## src/rtl/cfg_loader_pkg.sv

```systemverilog
// rtl/cfg_loader_pkg.sv - shared state encoding and field-offset helpers for cfg_loader
package cfg_loader_pkg;

   typedef enum logic {
      LOAD  = 1'b0,
      ISSUE = 1'b1
   } state_t;

   localparam int DATA_OFF = 0;

   function automatic int cdiv(input int a, input int b);
      return (a + b - 1) / b;
   endfunction

   function automatic int wicp_off(input int dw);
      return dw;
   endfunction

   function automatic int tmpc_off(input int dw, input int ww);
      return dw + ww;
   endfunction

   function automatic int post_off(input int dw, input int ww, input int tw);
      return dw + ww + tw;
   endfunction

endpackage

```

## src/rtl/cfg_loader_if.sv

```systemverilog
// rtl/cfg_loader_if.sv - stream input and config-issue bundle for cfg_loader
interface cfg_loader_if #(
   parameter int IWIDTH      = 32,
   parameter int DATA_CWIDTH = 64,
   parameter int WICP_CWIDTH = 32,
   parameter int TMPC_CWIDTH = 32,
   parameter int POST_CWIDTH = 16
) ();
   logic                   in_valid;
   logic                   in_ready;
   logic [IWIDTH-1:0]      in_data;
   logic                   in_last;
   logic                   cfg_valid;
   logic                   cfg_busy;
   logic [DATA_CWIDTH-1:0] cfg_data_data;
   logic [WICP_CWIDTH-1:0] cfg_wicp_data;
   logic [TMPC_CWIDTH-1:0] cfg_tmpc_data;
   logic [POST_CWIDTH-1:0] cfg_post_data;
   logic                   frame_err;

   modport master (
      output in_valid, in_data, in_last, cfg_busy,
      input  in_ready, cfg_valid, cfg_data_data, cfg_wicp_data,
             cfg_tmpc_data, cfg_post_data, frame_err
   );

   modport slave (
      input  in_valid, in_data, in_last, cfg_busy,
      output in_ready, cfg_valid, cfg_data_data, cfg_wicp_data,
             cfg_tmpc_data, cfg_post_data, frame_err
   );
endinterface

```

## src/rtl/cfg_loader_field_shift.sv

```systemverilog
// rtl/cfg_loader_field_shift.sv - one field's shadow register, written word by word
// The word whose global index equals OFF+w lands in slice w; excess top bits are dropped.
module cfg_field_shift #(
   parameter int FWIDTH = 32,
   parameter int IWIDTH = 32,
   parameter int OFF    = 0,
   parameter int CW     = 3
) (
   input  logic              clk,
   input  logic              rst_n,
   input  logic              i_we,
   input  logic [CW-1:0]     i_cnt,
   input  logic [IWIDTH-1:0] i_data,
   output logic [FWIDTH-1:0] o_q
);
   localparam int NW = (FWIDTH + IWIDTH - 1) / IWIDTH;

   logic w_unused;
   assign w_unused = ^i_data;

   for (genvar w = 0; w < NW; w++) begin : g_word
      localparam int LO = w * IWIDTH;
      localparam int SW = ((FWIDTH - LO) < IWIDTH) ? (FWIDTH - LO) : IWIDTH;

      logic [SW-1:0] r_w;
      logic          w_sel;

      assign w_sel = i_we && (i_cnt == CW'(OFF + w));

      always_ff @(posedge clk) begin
         if (!rst_n) begin
            r_w <= '0;
         end else if (w_sel) begin
            r_w <= i_data[SW-1:0];
         end
      end

      assign o_q[LO +: SW] = r_w;
   end
endmodule

```

## src/rtl/cfg_loader.sv

```systemverilog
// rtl/cfg_loader.sv - word-serial config stream to parallel cfg fields with busy-gated issue
module cfg_loader
   import cfg_loader_pkg::*;
#(
   parameter int IWIDTH      = 32,
   parameter int DATA_CWIDTH = 64,
   parameter int WICP_CWIDTH = 32,
   parameter int TMPC_CWIDTH = 32,
   parameter int POST_CWIDTH = 16
) (
   input  logic         clk,
   input  logic         rst_n,
   cfg_loader_if.slave  bus
);
   localparam int DW = cdiv(DATA_CWIDTH, IWIDTH);
   localparam int WW = cdiv(WICP_CWIDTH, IWIDTH);
   localparam int TW = cdiv(TMPC_CWIDTH, IWIDTH);
   localparam int PW = cdiv(POST_CWIDTH, IWIDTH);
   localparam int N  = DW + WW + TW + PW;
   localparam int CW = $clog2(N + 1);

   state_t                 r_state, w_state_nxt;
   logic [CW-1:0]          r_cnt, w_cnt_nxt;
   logic                   r_in_ready, r_cfg_valid, r_frame_err;
   logic                   w_acc, w_we, w_err_nxt, w_issue;
   logic [DATA_CWIDTH-1:0] r_data, w_sh_data;
   logic [WICP_CWIDTH-1:0] r_wicp, w_sh_wicp;
   logic [TMPC_CWIDTH-1:0] r_tmpc, w_sh_tmpc;
   logic [POST_CWIDTH-1:0] r_post, w_sh_post;

   assign w_acc = bus.in_valid && r_in_ready;

   always_comb begin
      w_state_nxt = r_state;
      w_cnt_nxt   = r_cnt;
      w_err_nxt   = 1'b0;
      w_issue     = 1'b0;
      w_we        = 1'b0;
      case (r_state)
         LOAD: begin
            if (w_acc) begin
               w_we = 1'b1;
               if (r_cnt == CW'(N - 1)) begin
                  w_cnt_nxt = '0;
                  if (bus.in_last) w_state_nxt = ISSUE;
                  else             w_err_nxt   = 1'b1;
               end else if (bus.in_last) begin
                  w_cnt_nxt = '0;
                  w_err_nxt = 1'b1;
               end else begin
                  w_cnt_nxt = r_cnt + 1'b1;
               end
            end
         end
         ISSUE: begin
            if (!bus.cfg_busy && !r_cfg_valid) begin
               w_issue     = 1'b1;
               w_state_nxt = LOAD;
            end
         end
         default: w_state_nxt = LOAD;
      endcase
   end

   // in_ready is registered so it stays low throughout reset and rises one cycle after release.
   always_ff @(posedge clk) begin
      if (!rst_n) begin
         r_state     <= LOAD;
         r_cnt       <= '0;
         r_in_ready  <= 1'b0;
         r_cfg_valid <= 1'b0;
         r_frame_err <= 1'b0;
         r_data      <= '0;
         r_wicp      <= '0;
         r_tmpc      <= '0;
         r_post      <= '0;
      end else begin
         r_state     <= w_state_nxt;
         r_cnt       <= w_cnt_nxt;
         r_in_ready  <= (w_state_nxt == LOAD);
         r_cfg_valid <= w_issue;
         r_frame_err <= w_err_nxt;
         if (w_issue) begin
            r_data <= w_sh_data;
            r_wicp <= w_sh_wicp;
            r_tmpc <= w_sh_tmpc;
            r_post <= w_sh_post;
         end
      end
   end

   cfg_field_shift #(.FWIDTH(DATA_CWIDTH), .IWIDTH(IWIDTH), .OFF(DATA_OFF), .CW(CW)) u_data (
      .clk(clk), .rst_n(rst_n), .i_we(w_we), .i_cnt(r_cnt), .i_data(bus.in_data), .o_q(w_sh_data)
   );
   cfg_field_shift #(.FWIDTH(WICP_CWIDTH), .IWIDTH(IWIDTH), .OFF(wicp_off(DW)), .CW(CW)) u_wicp (
      .clk(clk), .rst_n(rst_n), .i_we(w_we), .i_cnt(r_cnt), .i_data(bus.in_data), .o_q(w_sh_wicp)
   );
   cfg_field_shift #(.FWIDTH(TMPC_CWIDTH), .IWIDTH(IWIDTH), .OFF(tmpc_off(DW, WW)), .CW(CW)) u_tmpc (
      .clk(clk), .rst_n(rst_n), .i_we(w_we), .i_cnt(r_cnt), .i_data(bus.in_data), .o_q(w_sh_tmpc)
   );
   cfg_field_shift #(.FWIDTH(POST_CWIDTH), .IWIDTH(IWIDTH), .OFF(post_off(DW, WW, TW)), .CW(CW)) u_post (
      .clk(clk), .rst_n(rst_n), .i_we(w_we), .i_cnt(r_cnt), .i_data(bus.in_data), .o_q(w_sh_post)
   );

   assign bus.in_ready      = r_in_ready;
   assign bus.cfg_valid     = r_cfg_valid;
   assign bus.frame_err     = r_frame_err;
   assign bus.cfg_data_data = r_data;
   assign bus.cfg_wicp_data = r_wicp;
   assign bus.cfg_tmpc_data = r_tmpc;
   assign bus.cfg_post_data = r_post;
endmodule
```

## src/flat_wrapper.sv

```systemverilog
// flat-port wrapper written by rule: the top's interface ports become plain ports
module cfg_loader_flat import cfg_loader_pkg::*;
#(
   parameter int IWIDTH      = 32,
   parameter int DATA_CWIDTH = 64,
   parameter int WICP_CWIDTH = 32,
   parameter int TMPC_CWIDTH = 32,
   parameter int POST_CWIDTH = 16
)
  (clk, rst_n, bus_in_valid, bus_in_data, bus_in_last, bus_cfg_busy, bus_in_ready, bus_cfg_valid, bus_cfg_data_data, bus_cfg_wicp_data, bus_cfg_tmpc_data, bus_cfg_post_data, bus_frame_err);
  cfg_loader_if #(.IWIDTH(IWIDTH), .DATA_CWIDTH(DATA_CWIDTH), .WICP_CWIDTH(WICP_CWIDTH), .TMPC_CWIDTH(TMPC_CWIDTH), .POST_CWIDTH(POST_CWIDTH)) bus_i ();
  input  logic clk;
  input  logic rst_n;
  input wire logic [$bits(bus_i.in_valid)-1:0] bus_in_valid;
  input wire logic [$bits(bus_i.in_data)-1:0] bus_in_data;
  input wire logic [$bits(bus_i.in_last)-1:0] bus_in_last;
  input wire logic [$bits(bus_i.cfg_busy)-1:0] bus_cfg_busy;
  output wire logic [$bits(bus_i.in_ready)-1:0] bus_in_ready;
  output wire logic [$bits(bus_i.cfg_valid)-1:0] bus_cfg_valid;
  output wire logic [$bits(bus_i.cfg_data_data)-1:0] bus_cfg_data_data;
  output wire logic [$bits(bus_i.cfg_wicp_data)-1:0] bus_cfg_wicp_data;
  output wire logic [$bits(bus_i.cfg_tmpc_data)-1:0] bus_cfg_tmpc_data;
  output wire logic [$bits(bus_i.cfg_post_data)-1:0] bus_cfg_post_data;
  output wire logic [$bits(bus_i.frame_err)-1:0] bus_frame_err;
  assign bus_i.in_valid = bus_in_valid;
  assign bus_i.in_data = bus_in_data;
  assign bus_i.in_last = bus_in_last;
  assign bus_i.cfg_busy = bus_cfg_busy;
  assign bus_in_ready = bus_i.in_ready;
  assign bus_cfg_valid = bus_i.cfg_valid;
  assign bus_cfg_data_data = bus_i.cfg_data_data;
  assign bus_cfg_wicp_data = bus_i.cfg_wicp_data;
  assign bus_cfg_tmpc_data = bus_i.cfg_tmpc_data;
  assign bus_cfg_post_data = bus_i.cfg_post_data;
  assign bus_frame_err = bus_i.frame_err;
  cfg_loader #(.IWIDTH(IWIDTH), .DATA_CWIDTH(DATA_CWIDTH), .WICP_CWIDTH(WICP_CWIDTH), .TMPC_CWIDTH(TMPC_CWIDTH), .POST_CWIDTH(POST_CWIDTH)) u_core (.clk(clk), .rst_n(rst_n), .bus(bus_i));
endmodule
```

## config.mk

```make
export PLATFORM = sky130hd
export DESIGN_NAME = cfg_loader_flat
export DESIGN_NICKNAME = d
export VERILOG_FILES = /design/src/rtl/cfg_loader_pkg.sv /design/src/rtl/cfg_loader_if.sv /design/src/rtl/cfg_loader_field_shift.sv /design/src/rtl/cfg_loader.sv /design/src/flat_wrapper.sv
export SDC_FILE = /design/constraint.sdc
export NUM_CORES = 1
export LEC_CHECK = 0
export ABC_AREA = 1
export CAP_MARGIN = 5
export CORE_ASPECT_RATIO = 1.1
export CORE_MARGIN = 3
export CORE_UTILIZATION = 45
export DETAILED_ROUTE_END_ITERATION = 8
export PLACE_DENSITY = 0.65
export RECOVER_POWER = 50
export SLEW_MARGIN = 5
export SYNTH_ARGS = -nofsm -noshare
export SYNTH_HDL_FRONTEND = slang
export SYNTH_SLANG_ARGS = --single-unit
```

## constraint.sdc

```tcl
create_clock -name clk -period 2 [get_ports clk]
set_clock_uncertainty 0.1 [all_clocks]
set_input_delay 0.4 -clock clk [delete_from_list [all_inputs] [get_ports clk]]
set_output_delay 0.4 -clock clk [all_outputs]
set_load 0.005 [all_outputs]
```

==> impl_metrics.py, run 1 <==
metrics = {
    "clock_tree": {
        "clock_insertion_delay_worst_skew_ns": 0.55,
        "clockRootBuffer": "clkbuf_16",
        "numCtsBuffers": 29,
        "tritoncts": "yes",
        "cts.repair_timing.setup_buffer_count": 0,
        "numClockSinks": 295,
        "ctsHoldBuffers": 0,
        "htreeDepth": 1,
        "clkTransAtPathRegs_ns": 0.06,
        "cts_buffer_depth": 3,
    },
    "floorplanning": {
        "die_area_sq_mm": 0.02712,
        "starting_density": 0.4601,
        "placeableCoreArea_sq_mm": 0.02462,
        "die-height_um": 172.4,
        "die_x_um": 157.3,
        "placementRows": 60,
        "top_level_ports": 184,
    },
    "power_and_ir_drop": {
        "seq_power_share": 0.474,
        "clock_power_share": 0.443,
        "ir_worst_vdd_uv": 620.7,
        "design_power_total_mw": 12.83,
        "power_frac_comb": 0.083,
        "power_report.internal_total_mw": 9.817,
        "cellLeakagePower_nw": 5.811,
        "switching_share": 0.2350,
        "pwr_density_cell_mw_per_mm2": 881.1,
        "power.net_switching_mw": 3.016,
    },
    "critical_path": {
        "critical_path_class": "reg2out",
        "cp_cell_sequence": "clkdlybuf4s50_1",
        "cp_slowest_cell": "clkdlybuf4s50_1",
        "critical_path.max_fanout": 2,
        "required_arrival_time_at_the_worst_endpoint_ns": 1.50,
        "critical-path-max-stage-delay_ns": 0.53,
        "cpLargestDelayFamily": "buffers and inverters",
        "cp_data_arrival_time_ns": 1.46,
        "endpoint_kind": "output pin",
        "reg2reg_slack_ns": 0.14,
        "crit_start_category": "register",
        "worst-path-buf-inv": 1,
    },
    "synth": {
        "mappedNetlistArea_sq_mm": 0.01133,
        "synth_seq_cells": 295,
        "synth_flop_cell": "dfxtp_1",
        "postSynthNetCount": 1610,
        "yosysWarnings": 0,
        "synthTopCellsByCount": "459 x nor2_1, 295 x dfxtp_1, 185 x nand2_1",
        "synth_edf_count": 0,
        "synth_most_common_cell": "nor2_1",
        "synth.distinct_cells": 20,
        "post_synth.cell_area_avg_sq_um": 7.229,
        "netlist.area_leader.share": 0.5213,
        "ys_async_sr_fraction": 0,
        "ys_top_cells_by_area": "dfxtp_1 52%, nor2_1 15%, nand3_1 6.5%",
        "synth_top_cell_by_area": "dfxtp_1",
        "synth_sequential_area_ratio": 0.5213,
        "post_syn_instances": 1567,
    },
    "final_layout": {
        "insertedDiodeCount": 0,
        "area_growth_pct": 28.57,
        "utilization": 0.5915,
        "post_route_cells_drive_above_1_share": 0.05842,
        "finish.net_count": 1749,
        "postLayoutCellArea_sq_mm": 0.01457,
    },
    "sta": {
        "timing.fmax_mhz": 511.1,
        "grt_setup_unrepaired": "false",
        "max-slew-margin-rel": 0.5460,
        "slew_violations": 0,
        "timing.setup.tns_ns": 0,
        "final_min_period_over_clock_period": 0.9784,
        "worst_slew_pin_slew_ns": 0.6810,
        "finalHoldViolations": 0,
        "final-setup-viol-count": 0,
        "final.min_clock_period_ns": 1.957,
    },
    "detailed_routing": {
        "number_of_detailed_route_iterations_in_the_first_pass": 5,
        "route.detailed.vias_per_inst": 4.999,
        "num_vias": 10190,
        "wire_per_inst_um": 15.75,
        "finalWirelength_um": 32110,
        "drc": 0,
        "antenna_violating_nets_post_route": 0,
        "first_iter_violations": 931,
    },
    "flow_run": {
        "drv_cap": 0,
    },
    "global_routing": {
        "grt_pass1_wl_um": 49320,
        "antenna_found_initial": 0,
        "first_global_vias": 8935,
        "grt_remaining_overflow": 0,
        "grt_max_degree": 76,
        "groute.usage.overall": 0.2304,
    },
    "placement": {
        "place_congestion": 0.8118,
        "io_buffer_count": 183,
        "dp.final_hpwl_um": 20590,
        "dpl_cell_area_sq_mm": 0.01364,
    },
    "outcome": {
        "result_of_the_run": "finished clean",
    },
    "min_path": {
        "min_path_type": "in2reg",
    },
}
==> routing by layer <==
metal  vias to the layer above  routed length, um  global-route usage
li1                       5211                  -                   -
met1                      4630              14160              0.3250
met2                       299              14690              0.3628
met3                        52               2375             0.04355
met4                         0                884             0.06528
met5                         -                  0                   0
==> power groups by stage <==
| stage | logic (mW) | clock network (mW) | registers [mW] |
|---|---|---|---|
| after floorplan | 0.652 | 0 | 6.19 |
| after global placement | 1.07 | 0 | 6.21 |
| after detailed placement | 1.08 | 0 | 6.21 |
| after CTS | 1.08 | 5.79 | 6.08 |
| after global routing | 1.18 | 6.03 | 6.09 |
| final | 1.06 | 5.69 | 6.08 |
==> stage by stage <==
stage / setup WS (ns) / std cells / hold slack, ns
detailed placement: -0.1074 / 1985 / 0.3624
finish: 0.04325 / 2039 / 0.2004
floorplan: 0.3112 / 1567 / 0.3463
global route: 0.003794 / 2039 / 0.2053
CTS: 0.005753 / 2039 / 0.1786
global placement: -0.07640 / 1985 / 0.3541
==> cell type report <==
class | count | area (sq um)
fillers | 2320 | 10060
inverters | 107 | 402.9
clock buffers | 44 | 882.1
flip-flops and latches | 295 | 5908
repair buffers | 225 | 2335
clock inverters | 10 | 131.4
multi-input cells | 1048 | 4518
well taps | 310 | 387.9
==> worst paths after layout <==
check | startpoint | end | cells past startpoint
hold / removal | rst_n | u_core.u_data.g_word[0].r_w[24] | 3
setup / recovery | u_core.bus.cfg_data_data[26] | bus_cfg_data_data[26] | 1
hold reg to reg | u_core.u_wicp.o_q[21] | u_core.u_wicp.o_q[21] | 2
setup reg to reg | u_core.bus.cfg_valid | u_core.bus.cfg_data_data[1] | 6
==> layout by cell type, fill, tap and decap left out <==
cell             count
clkdlybuf4s25_1      1
buf_4               22
nand3_1            146
dfxtp_2              2
clkbuf_16           29
clkbuf_8            11
clkbuf_1             5
clkdlybuf4s50_1    180
nor2_1             459
o21ai_0            146
nor2_2               1
clkinv_2             5
nand2_1            185
clkbuf_4             4
nand2_4              1
dlygate4sd2_1        1
inv_1              105
o21ai_1              1
a21oi_1             98
inv_6                1
ha_1                 6
buf_12              15
nor2_4               4
bufinv_16            3
dfxtp_1            293
clkinv_1             1
clkinvlp_4           1
nand4_1              1
clkinvlp_2           1
clkbuf_2             1
==> worst min-delay path: cells and delay by family <==
| kind | cells | cell delay (ns) |
|---|---|---|
| buffers and inverters | 1 | 0.24 |
| AND/OR/NAND/NOR | 2 | 0.15 |
==> cells by family after synthesis <==
| family | synth area share |
|---|---|
| fa+ha+maj | 0.006627 |
| buf+inv | 0.08162 |
| flops | 0.5213 |
| compound gates | 0.1082 |
| simple gates | 0.2822 |
==> state kept, by name, indices dropped and copies added, names as in the netlist <==
register and count:
u_core.bus.frame_err 1, u_core.bus.in_ready 1, u_core.r_cnt 3, u_core.u_wicp.o_q 32, u_core.u_data.g_word.r_w 64, u_core.bus.cfg_post_data 16
u_core.bus.cfg_valid 1, u_core.bus.cfg_wicp_data 32, u_core.u_tmpc.o_q 32, u_core.u_post.o_q 16, u_core.bus.cfg_data_data 64, u_core.bus.cfg_tmpc_data 32
u_core.r_state 1
==> timing repair <==
item,CTS,global route
endpoints found under the hold margin,0,0
pin swaps,0,0
endpoints found under the setup margin,1,3
gates resized for setup,1,3
(Power assumes the default switching activity.)
==> run 2: changes to the inputs <==
- CORE_UTILIZATION: 45 -> 50
- PLACE_DENSITY: 0.65 -> 0.71
==> run 2 against run 1 <==
Net effect:
- core utilization rose by 6.2 points
- final area is 0.41% lower
- clock-buffer cell count is 1 lower
- cell count hardly changed
- non-clock buffer count increased by 16
- setup slack lost 0.0067 ns
- critical path depth stayed put
- first-iteration DRC count down 27%
==> impl_metrics.py, run 2 (synthesized netlist as in run 1, its figures left out) <==
metrics = {
    "clock_tree": {
        "numCtsBuffers": 29,
        "numClockSinks": 295,
        "clkTransAtPathRegs_ns": 0.06,
        "htreeDepth": 1,
        "clockRootBuffer": "clkbuf_16",
        "clock_insertion_delay_worst_skew_ns": 0.54,
        "cts_buffer_depth": 3,
        "ctsHoldBuffers": 0,
        "cts.repair_timing.setup_buffer_count": 0,
        "tritoncts": "yes",
    },
    "critical_path": {
        "critical-path-max-stage-delay_ns": 0.58,
        "critical_path_class": "reg2out",
        "cpLargestDelayFamily": "buffers and inverters",
        "required_arrival_time_at_the_worst_endpoint_ns": 1.50,
        "cp_cell_sequence": "clkdlybuf4s50_1",
        "critical_path.max_fanout": 2,
        "worst-path-buf-inv": 1,
        "crit_start_category": "register",
        "cp_data_arrival_time_ns": 1.46,
        "endpoint_kind": "output pin",
        "cp_slowest_cell": "clkdlybuf4s50_1",
    },
    "detailed_routing": {
        "num_vias": 10380,
        "wire_per_inst_um": 15.47,
        "antenna_violating_nets_post_route": 0,
        "first_iter_violations": 679,
        "finalWirelength_um": 31520,
        "number_of_detailed_route_iterations_in_the_first_pass": 4,
        "drc": 0,
        "route.detailed.vias_per_inst": 5.098,
    },
    "flow_run": {
        "drv_cap": 0,
    },
    "power_and_ir_drop": {
        "pwr_density_cell_mw_per_mm2": 859.2,
        "design_power_total_mw": 12.46,
        "cellLeakagePower_nw": 5.812,
        "ir_worst_vdd_uv": 636.1,
    },
    "final_layout": {
        "mostFrequentLayoutCell": "nor2_1",
        "finish.net_count": 1765,
        "most-common-layout-cells": "460 x nor2_1, 294 x dfxtp_1, 185 x nand2_1, 181 x clkdlybuf4s50_1",
        "post_route_cells_drive_above_1_share": 0.05970,
        "utilization": 0.6540,
        "insertedDiodeCount": 0,
        "area_growth_pct": 28.04,
        "nFillCells": 2018,
        "multi_input_comb_area_sq_mm": 0.004511,
        "seq_area_sq_mm": 0.005907,
    },
    "sta": {
        "finalHoldViolations": 0,
        "worst_slew_pin_slew_ns": 0.8031,
        "slew_violations": 0,
        "grt_setup_unrepaired": "false",
        "final-setup-viol-count": 0,
        "final.setup.worst_slack_ns": 0.03657,
        "final.min_clock_period_ns": 1.963,
        "final_min_period_over_clock_period": 0.9817,
        "max-slew-margin-rel": 0.4646,
        "timing.fmax_mhz": 509.3,
    },
    "floorplanning": {
        "placeableCoreArea_sq_mm": 0.02218,
        "die-height_um": 163.9,
        "die_x_um": 149.5,
        "placementRows": 57,
        "die_area_sq_mm": 0.02450,
        "starting_density": 0.5107,
        "top_level_ports": 184,
    },
    "global_routing": {
        "grt_remaining_overflow": 0,
        "grt_max_degree": 78,
        "first_global_vias": 9402,
        "grt_pass1_wl_um": 49030,
        "antenna_found_initial": 0,
        "groute.usage.overall": 0.2496,
    },
    "outcome": {
        "result_of_the_run": "finished clean",
    },
    "placement": {
        "detailedPlace.worstSlack_ns": -0.004688,
        "io_buffer_count": 183,
        "dp.final_hpwl_um": 20740,
        "place_congestion": 0.8408,
    },
    "min_path": {
        "min_path_type": "in2reg",
    },
}
==> run 2: changes by cell type in the layout (fill, tap and decap cells not counted), moves of 2 or more <==
| cell | previous run | this run |
|---|---|---|
| buf_12 | 15 | 13 |
| buf_4 | 22 | 31 |
| clkbuf_1 | 5 | 13 |
| clkbuf_2 | 1 | 6 |
| clkbuf_8 | 11 | 4 |
==> run 2: layout make-up <==
cell class	instances	area share
clock buffer	43	0.05641
timing repair buffer	241	0.1655
sequential	295	0.4072
clock inverter	8	0.006642
tap	295	0.02545
multi-input combinational	1048	0.3110
inverter	107	0.02778
==> run 2: final timing paths <==
check | start | to | slack, ns | cells past startpoint
min reg2reg | u_core.u_wicp.o_q[6] | u_core.u_wicp.o_q[6] | 0.37 | 2
min | rst_n | u_core.u_data.g_word[0].r_w[29] | 0.07 | 3
max | u_core.bus.cfg_data_data[63] | bus_cfg_data_data[63] | 0.04 | 1
max reg2reg | u_core.bus.cfg_valid | u_core.bus.cfg_tmpc_data[22] | 0.17 | 6
==> run 2: power by group <==
group	internal (mW)	switching [mW]	leakage [nW]
Clock	3.07	2.22	0.447
Combinational	0.411	0.670	2.98
Sequential	6.01	0.0767	2.39
Total	9.49	2.97	5.81
==> run 2: per-stage QoR <==
step	hold slack, ns	instances	TNS [ns]	instance area [sq um]
floorplan	0.3463	1567	0	11330
global placement	0.3541	1986	-0.008274	13720
detailed placement	0.3631	1986	-0.004688	13720
CTS	0.04700	2037	0	14630
global route	0.06359	2037	0	14510
finish	0.07007	2037	0	14510
==> run 2: what timing repair did <==
| item | CTS | global route |
|---|---|---|
| gates resized for setup | 1 | 1 |
| endpoints found under the hold margin | 0 | 0 |
| setup endpoints to repair | 1 | 1 |
==> run 2: per-layer routing <==
metal	up-vias	global-route usage	wire length, um
li1	5233	-	-
met1	4781	0.3209	13000
met2	300	0.4226	15170
met3	70	0.03615	2000
met4	0	0.1024	1352
met5	-	0	0
==> run 3: changes to the inputs <==
- GPL_ROUTABILITY_DRIVEN: not set -> 0
==> results of run 3 <==
No change in the layout: final DEF, timing and power equal those of run 2.
